$ cat src/rtl/pin_entry_if.sv
// Key-pulse / status bundle between the keyboard layer (master) and pin_entry_ctrl (slave).
interface pin_entry_if;
    logic       start_i;
    logic       abort_i;
    logic       digit_valid_i;
    logic [3:0] digit_i;
    logic       key_back_i;
    logic       key_correct_i;
    logic       key_enter_i;
    logic [2:0] digits_cnt_o;
    logic       entry_active_o;
    logic       pin_ok_o;
    logic       pin_fail_o;
    logic [2:0] tries_left_o;
    logic       locked_o;

    modport master (
        output start_i, abort_i, digit_valid_i, digit_i, key_back_i, key_correct_i, key_enter_i,
        input  digits_cnt_o, entry_active_o, pin_ok_o, pin_fail_o, tries_left_o, locked_o
    );

    modport slave (
        input  start_i, abort_i, digit_valid_i, digit_i, key_back_i, key_correct_i, key_enter_i,
        output digits_cnt_o, entry_active_o, pin_ok_o, pin_fail_o, tries_left_o, locked_o
    );
endinterface

$ cat src/rtl/pin_entry_ctrl.sv
// PIN entry stage: collects BCD digits, supports back/correct edits, checks the entry
// against the stored PIN, counts failed attempts and enforces a timed lockout.
module pin_entry_ctrl #(
    parameter int unsigned          PIN_LEN     = 6,
    parameter logic [4*PIN_LEN-1:0] PIN_VALUE   = 24'h123456,
    parameter int unsigned          MAX_TRIES   = 3,
    parameter int unsigned          LOCK_CYCLES = 1000
) (
    input  logic       clk,
    input  logic       reset,
    pin_entry_if.slave bus
);
    localparam int unsigned       LOCK_W      = (LOCK_CYCLES > 1) ? $clog2(LOCK_CYCLES) : 1;
    localparam logic [2:0]        PIN_LEN_C   = 3'(PIN_LEN);
    localparam logic [2:0]        MAX_TRIES_C = 3'(MAX_TRIES);
    localparam logic [LOCK_W-1:0] LOCK_LAST   = LOCK_W'(LOCK_CYCLES - 1);

    typedef enum logic [1:0] {
        S_IDLE,
        S_ENTRY,
        S_CHECK,
        S_LOCKED
    } state_e;

    state_e            state_q;
    logic [3:0]        buf_q [PIN_LEN];
    logic [2:0]        cnt_q;
    logic [2:0]        tries_q;
    logic [LOCK_W-1:0] lock_cnt_q;
    logic              entry_active_q;
    logic              pin_ok_q;
    logic              pin_fail_q;
    logic              locked_q;

    logic [4*PIN_LEN-1:0] entered;
    logic                 pin_match;
    logic                 digit_ok;

    // Pack the buffer first-entered-digit-most-significant so it lines up with PIN_VALUE.
    always_comb begin
        // NOTE: give every always_comb target a default first so no path can infer a latch.
        entered = '0;
        for (int i = 0; i < PIN_LEN; i++) begin
            entered[4*(PIN_LEN-1-i) +: 4] = buf_q[i];
        end
    end

    assign pin_match = (entered == PIN_VALUE);
    assign digit_ok  = bus.digit_valid_i && (bus.digit_i <= 4'd9) && (cnt_q < PIN_LEN_C);

    // Session FSM with all outputs registered alongside the state.
    // NOTE: sequential state uses non-blocking assignments so every register samples pre-edge values.
    always_ff @(posedge clk or negedge reset) begin
        if (!reset) begin
            state_q        <= S_IDLE;
            // NOTE: the digit buffer is small and its reset value is defined, so it is reset like any flop.
            for (int i = 0; i < PIN_LEN; i++) buf_q[i] <= 4'd0;
            cnt_q          <= 3'd0;
            tries_q        <= MAX_TRIES_C;
            lock_cnt_q     <= '0;
            entry_active_q <= 1'b0;
            pin_ok_q       <= 1'b0;
            pin_fail_q     <= 1'b0;
            locked_q       <= 1'b0;
        end else begin
            pin_ok_q   <= 1'b0;
            pin_fail_q <= 1'b0;
            // The lock indicator follows the LOCKED state one cycle later, so it rises the
            // cycle after the final pin_fail pulse and stays up for LOCK_CYCLES cycles.
            locked_q   <= (state_q == S_LOCKED);

            unique case (state_q)
                S_IDLE: begin
                    if (bus.start_i) begin
                        state_q        <= S_ENTRY;
                        entry_active_q <= 1'b1;
                        cnt_q          <= 3'd0;
                        for (int i = 0; i < PIN_LEN; i++) buf_q[i] <= 4'd0;
                    end
                end

                S_ENTRY: begin
                    if (bus.abort_i) begin
                        state_q        <= S_IDLE;
                        entry_active_q <= 1'b0;
                        cnt_q          <= 3'd0;
                    end else if (bus.key_correct_i) begin
                        cnt_q <= 3'd0;
                    end else if (bus.key_back_i) begin
                        if (cnt_q != 3'd0) cnt_q <= cnt_q - 3'd1;
                    end else if (bus.key_enter_i) begin
                        // A short entry is ignored and does not cost an attempt.
                        if (cnt_q == PIN_LEN_C) begin
                            state_q        <= S_CHECK;
                            entry_active_q <= 1'b0;
                        end
                    end else if (digit_ok) begin
                        for (int i = 0; i < PIN_LEN; i++) begin
                            if (cnt_q == 3'(i)) buf_q[i] <= bus.digit_i;
                        end
                        cnt_q <= cnt_q + 3'd1;
                    end
                end

                S_CHECK: begin
                    cnt_q <= 3'd0;
                    if (bus.abort_i) begin
                        state_q <= S_IDLE;
                    end else if (pin_match) begin
                        pin_ok_q <= 1'b1;
                        tries_q  <= MAX_TRIES_C;
                        state_q  <= S_IDLE;
                    end else begin
                        pin_fail_q <= 1'b1;
                        tries_q    <= tries_q - 3'd1;
                        if (tries_q == 3'd1) begin
                            state_q    <= S_LOCKED;
                            lock_cnt_q <= '0;
                        end else begin
                            state_q        <= S_ENTRY;
                            entry_active_q <= 1'b1;
                        end
                    end
                end

                S_LOCKED: begin
                    if (lock_cnt_q == LOCK_LAST) begin
                        state_q    <= S_IDLE;
                        tries_q    <= MAX_TRIES_C;
                        lock_cnt_q <= '0;
                    end else begin
                        lock_cnt_q <= lock_cnt_q + 1'b1;
                    end
                end

                default: state_q <= S_IDLE;
            endcase
        end
    end

    assign bus.digits_cnt_o   = cnt_q;
    assign bus.entry_active_o = entry_active_q;
    assign bus.pin_ok_o       = pin_ok_q;
    assign bus.pin_fail_o     = pin_fail_q;
    assign bus.tries_left_o   = tries_q;
    assign bus.locked_o       = locked_q;
endmodule

$ cat src/flat_wrapper.sv
// flat-port wrapper written by rule: the top's interface ports become plain ports
module pin_entry_ctrl_flat 
#(
    parameter int unsigned          PIN_LEN     = 6,
    parameter logic [4*PIN_LEN-1:0] PIN_VALUE   = 24'h123456,
    parameter int unsigned          MAX_TRIES   = 3,
    parameter int unsigned          LOCK_CYCLES = 1000
)
  (clk, reset, bus_start_i, bus_abort_i, bus_digit_valid_i, bus_digit_i, bus_key_back_i, bus_key_correct_i, bus_key_enter_i, bus_digits_cnt_o, bus_entry_active_o, bus_pin_ok_o, bus_pin_fail_o, bus_tries_left_o, bus_locked_o);
  pin_entry_if bus_i ();
  input  logic clk;
  input  logic reset;
  input wire logic [$bits(bus_i.start_i)-1:0] bus_start_i;
  input wire logic [$bits(bus_i.abort_i)-1:0] bus_abort_i;
  input wire logic [$bits(bus_i.digit_valid_i)-1:0] bus_digit_valid_i;
  input wire logic [$bits(bus_i.digit_i)-1:0] bus_digit_i;
  input wire logic [$bits(bus_i.key_back_i)-1:0] bus_key_back_i;
  input wire logic [$bits(bus_i.key_correct_i)-1:0] bus_key_correct_i;
  input wire logic [$bits(bus_i.key_enter_i)-1:0] bus_key_enter_i;
  output wire logic [$bits(bus_i.digits_cnt_o)-1:0] bus_digits_cnt_o;
  output wire logic [$bits(bus_i.entry_active_o)-1:0] bus_entry_active_o;
  output wire logic [$bits(bus_i.pin_ok_o)-1:0] bus_pin_ok_o;
  output wire logic [$bits(bus_i.pin_fail_o)-1:0] bus_pin_fail_o;
  output wire logic [$bits(bus_i.tries_left_o)-1:0] bus_tries_left_o;
  output wire logic [$bits(bus_i.locked_o)-1:0] bus_locked_o;
  assign bus_i.start_i = bus_start_i;
  assign bus_i.abort_i = bus_abort_i;
  assign bus_i.digit_valid_i = bus_digit_valid_i;
  assign bus_i.digit_i = bus_digit_i;
  assign bus_i.key_back_i = bus_key_back_i;
  assign bus_i.key_correct_i = bus_key_correct_i;
  assign bus_i.key_enter_i = bus_key_enter_i;
  assign bus_digits_cnt_o = bus_i.digits_cnt_o;
  assign bus_entry_active_o = bus_i.entry_active_o;
  assign bus_pin_ok_o = bus_i.pin_ok_o;
  assign bus_pin_fail_o = bus_i.pin_fail_o;
  assign bus_tries_left_o = bus_i.tries_left_o;
  assign bus_locked_o = bus_i.locked_o;
  pin_entry_ctrl #(.PIN_LEN(PIN_LEN), .PIN_VALUE(PIN_VALUE), .MAX_TRIES(MAX_TRIES), .LOCK_CYCLES(LOCK_CYCLES)) u_core (.clk(clk), .reset(reset), .bus(bus_i));
endmodule
$ cat config.mk
export PLATFORM = sky130hd
export DESIGN_NAME = pin_entry_ctrl_flat
export DESIGN_NICKNAME = d
export VERILOG_FILES = /design/src/rtl/pin_entry_if.sv /design/src/rtl/pin_entry_ctrl.sv /design/src/flat_wrapper.sv
export SDC_FILE = /design/constraint.sdc
export NUM_CORES = 1
export LEC_CHECK = 0
export ABC_AREA = 1
export CAP_MARGIN = 25
export CORE_MARGIN = 2
export CORE_UTILIZATION = 30
export CTS_CLUSTER_DIAMETER = 100
export DETAILED_ROUTE_END_ITERATION = 7
export PLACE_DENSITY = 0.45
export SETUP_SLACK_MARGIN = 0.15
export SLEW_MARGIN = 40
export SYNTH_ARGS = -nofsm -noshare
export SYNTH_HDL_FRONTEND = slang
export SYNTH_SLANG_ARGS = --single-unit
$ cat constraint.sdc
create_clock -name clk -period 1.5 [get_ports clk]
set_clock_uncertainty 0.1 [all_clocks]
set_input_delay 0.375 -clock clk [delete_from_list [all_inputs] [get_ports clk]]
set_output_delay 0.375 -clock clk [all_outputs]
set_load 0.01 [all_outputs]
==> flow_summary.yaml <==
outcome:
  status: "finished, violations left"
  violations: "negative setup slack"
worst_setup_path:
  arrival_ps: 1100
  crit_path_max_fanout: 4
  critPathMaxStageDelay_ps: 440
  worstPathCellList: "buf_6, buf_6, buf_6"
  required_ps: 1020
  critPathSlowestCell: "dfrtp_2"
  end_kind: "output port"
  cp_common_cell: "buf_6"
  critPathLaunchType: "flop"
  worst-path-buf-inv: 3
  crit_family: "flip-flops"
  worstSetupPathType: "flop to output port"
cells_and_area:
  nets: 497
  n_fill_cell: 868
  drive_above_1_share_pct: 45.28
  n_antenna_cell: 0
  post-route-util_pct: 49.06
  area_delta_synth_final_pct: 58.56
timing:
  rsz0062_at_grt: "true"
  max_freq_ghz: 0.6338
  finalCritPeriodShare_pct: 105.2
  setup_viol: 39
  worst_slew_pin_slew_ps: 310.4
  worst_slack_ps: -77.78
  hold_violations: 0
  finalMaxSlewViolations: 0
  maxSlewHeadroom_pct: 79.26
  fin_crit_ps: 1578
routing:
  vias: 2663
  drc_errors: 0
  antenna_left: 0
  first_iter_violations: 122
  first_pass_iters: 4
  avgViaCountPerCell: 4.394
  post_drt_wl_per_cell_microns: 12.50
  wl_mm: 7.578
logic_synthesis:
  yosys.area_share.simple_pct: 41.79
  ys_ff_latch: 46
  netlist_instances: 374
  syn_nets: 395
  synth_cell_types: 34
  synth_area_sq_mm: 0.002859
  seq_area_frac_synth_pct: 40.35
  synth-xor-area-share_pct: 0.6127
  synth_ff_type: "dfrtp_1"
  muxShareOfSynthArea_pct: 0
  synth_edf_count: 0
  yosysWarnings: 0
  synthAdderAreaFrac_pct: 3.939
  async_reset_ff_share_pct: 100.0
  synth_top_family_by_area: "simple AND/OR/NAND/NOR gates"
  synth-compound-area-share_pct: 5.077
  synth.avg_cell_area_sq_um: 7.644
power:
  switching_share_pct: 41.42
  worst_ir_drop_vdd_v: 0.0006835
  power_density_mw_per_mm2: 1775
  combPwrFrac_pct: 59.2
  clkPwrFrac_pct: 14.4
  leakagePower_uw: 0.002184
  p_int_uw: 4713
  switching_power_uw: 3332
  power_frac_seq_pct: 26.3
die:
  die_h_microns: 101.6
  die_area_sq_mm: 0.01033
  start_util_pct: 30.94
  rows: 35
  die_w_microns: 101.6
  core-area_sq_mm: 0.009240
  ios: 22
clock_tree:
  cts_buffers: 5
  cts-root-buf: "clkbuf_8"
  clk_pin_slew_worst_paths_ps: 90
  h-tree-depth: 2
  clkSinkCount: 46
  cts_tree: "done"
  cts_buffer_depth: 2
  clock_latency_ps: 300
placed_design:
  finalWeightedCongestion: 0.7808
  portBuffers: 21
  dp_hpwl_mm: 4.996
  dp_slack_ps: -485.6
flow_run:
  drv_cap: 0
worst_hold_path:
  min_path_type: "flop to flop"
global_route:
  grt.overflow.total: 0
  grtUsageTotal_pct: 15.83
  grt_max_degree: 47
  grt_pass1_vias: 2664
  grt_pass1_wl_mm: 12.76
  grt_antenna_before_repair: 0
## metrics by stage
| step | instances | cell area [sq um] | hold WS, ps | power [uW] | TNS, ps |
|---|---|---|---|---|---|
| floorplan | 374 | 2934 | -20.59 | 4312 | 0 |
| global placement | 566 | 3654 | 285.3 | 5549 | -14200 |
| detailed placement | 566 | 3654 | 284.8 | 5578 | -14900 |
| CTS | 598 | 4288 | 383.8 | 7587 | -817.6 |
| global route | 606 | 4533 | 412.6 | 8694 | -4437 |
| finish | 606 | 4533 | 382.3 | 8045 | -1319 |
## cells in the final DEF (no fill, tap or decap), drive strengths merged, types with 2 or more instances in the layout
cell type      synthesis  routed
a21oi                  8       8
buf                    5      87
bufinv                 0       2
clkbuf                 0       7
clkdlybuf4s50          0       7
clkinv                 0       2
dfrtp                 44      44
dfstp                  2       2
dlygate4sd2            0       3
ha                     9       9
inv                   48      45
nand2                136     136
nand3                 43      44
nand4                 12      12
nor2                  40      40
nor3                   6       6
o21ai                 10      10
or2                    4       4
## cell families (layout without fill, tap and decap cells)
group,after synthesis,after routing
xor+xnor,2,2
compound gates,22,22
buf+inv,53,155
fa+ha+maj,9,9
simple gates,242,243
flops,46,46
## power groups by stage
stage	Combinational (uW)	Clock [uW]	Sequential, uW
floorplan	2230	0	2080
global placement	3460	0	2090
detailed placement	3480	0	2100
CTS	4300	1200	2080
global route	5240	1260	2190
finish	4770	1160	2120
## cells in the mapped netlist (3+ instances only)
master | instances | area share [%]
nor3_4 | 4 | 2.3
nor2_2 | 3 | 0.66
nand2_4 | 4 | 1.6
nor2_4 | 4 | 1.6
ha_1 | 9 | 3.9
nand2_2 | 10 | 2.2
or2_2 | 4 | 0.88
dfrtp_1 | 44 | 39
o21ai_0 | 5 | 0.88
inv_1 | 43 | 5.6
nand3_1 | 42 | 7.4
buf_6 | 4 | 1.6
a21oi_1 | 7 | 1.2
nand4_1 | 11 | 2.4
inv_2 | 3 | 0.39
o21ai_2 | 4 | 1.2
nor2_1 | 33 | 4.3
nand2_1 | 121 | 16
## layout make-up
| cell class | count | area [sq um] | share of cell area, % |
|---|---|---|---|
| multi-input cells | 276 | 1902 | 41.95 |
| flip-flops and latches | 46 | 1160 | 25.59 |
| repair buffers | 99 | 950.9 | 20.98 |
| inverters | 48 | 216.5 | 4.775 |
| well taps | 129 | 161.4 | 3.561 |
| clock buffers | 6 | 82.58 | 1.822 |
| clock inverters | 2 | 60.06 | 1.325 |
## what timing repair did
action	4_1_cts	5_1_grt
hold endpoints to repair	44	0
hold buffers	1	0
cloned	2	1
buffers inserted	21	7
pin swaps	43	39
gates resized for setup	120	43
endpoints found under the setup margin	55	51
## worst min-delay path, delay by kind of cell (launching register included)
family        cells  cell delay (ps)
simple gates      2              100
flops             1              350
## state kept, by name, summed over array words and instances, names as in the netlist
| signal | flops |
|---|---|
| u_core.buf_q | 24 |
| u_core.lock_cnt_q | 10 |
| u_core.bus.digits_cnt_o | 3 |
| u_core.bus.tries_left_o | 3 |
| u_core.state_q | 2 |
| u_core.bus.entry_active_o | 1 |
| u_core.bus.locked_o | 1 |
| u_core.bus.pin_fail_o | 1 |
| u_core.bus.pin_ok_o | 1 |
## layer usage
| layer | wire (microns) | track usage, % |
|---|---|---|
| met5 | 0 | 0 |
| met4 | 90 | 4.366 |
| met3 | 174 | 2.070 |
| met2 | 3661 | 27.38 |
| met1 | 3652 | 20.73 |
## path summary, 6_finish.rpt
path | start | end | slack [ps] | cells after the start
setup / recovery | u_core.bus.digits_cnt_o[0] | bus_digits_cnt_o[0] | -80 | 3
hold / removal | u_core.buf_q[4] | u_core.buf_q[4] | 380 | 2
setup reg to reg | u_core.bus.digits_cnt_o[1] | u_core.buf_q[20] | -60 | 8
hold reg to reg | u_core.buf_q[4] | u_core.buf_q[4] | 380 | 2
max in group asynchronous | reset | u_core.bus.tries_left_o[1] | 530 | 3
min in group asynchronous | reset | u_core.buf_q[6] | 490 | 3
Power figures use the tool's default switching activity.
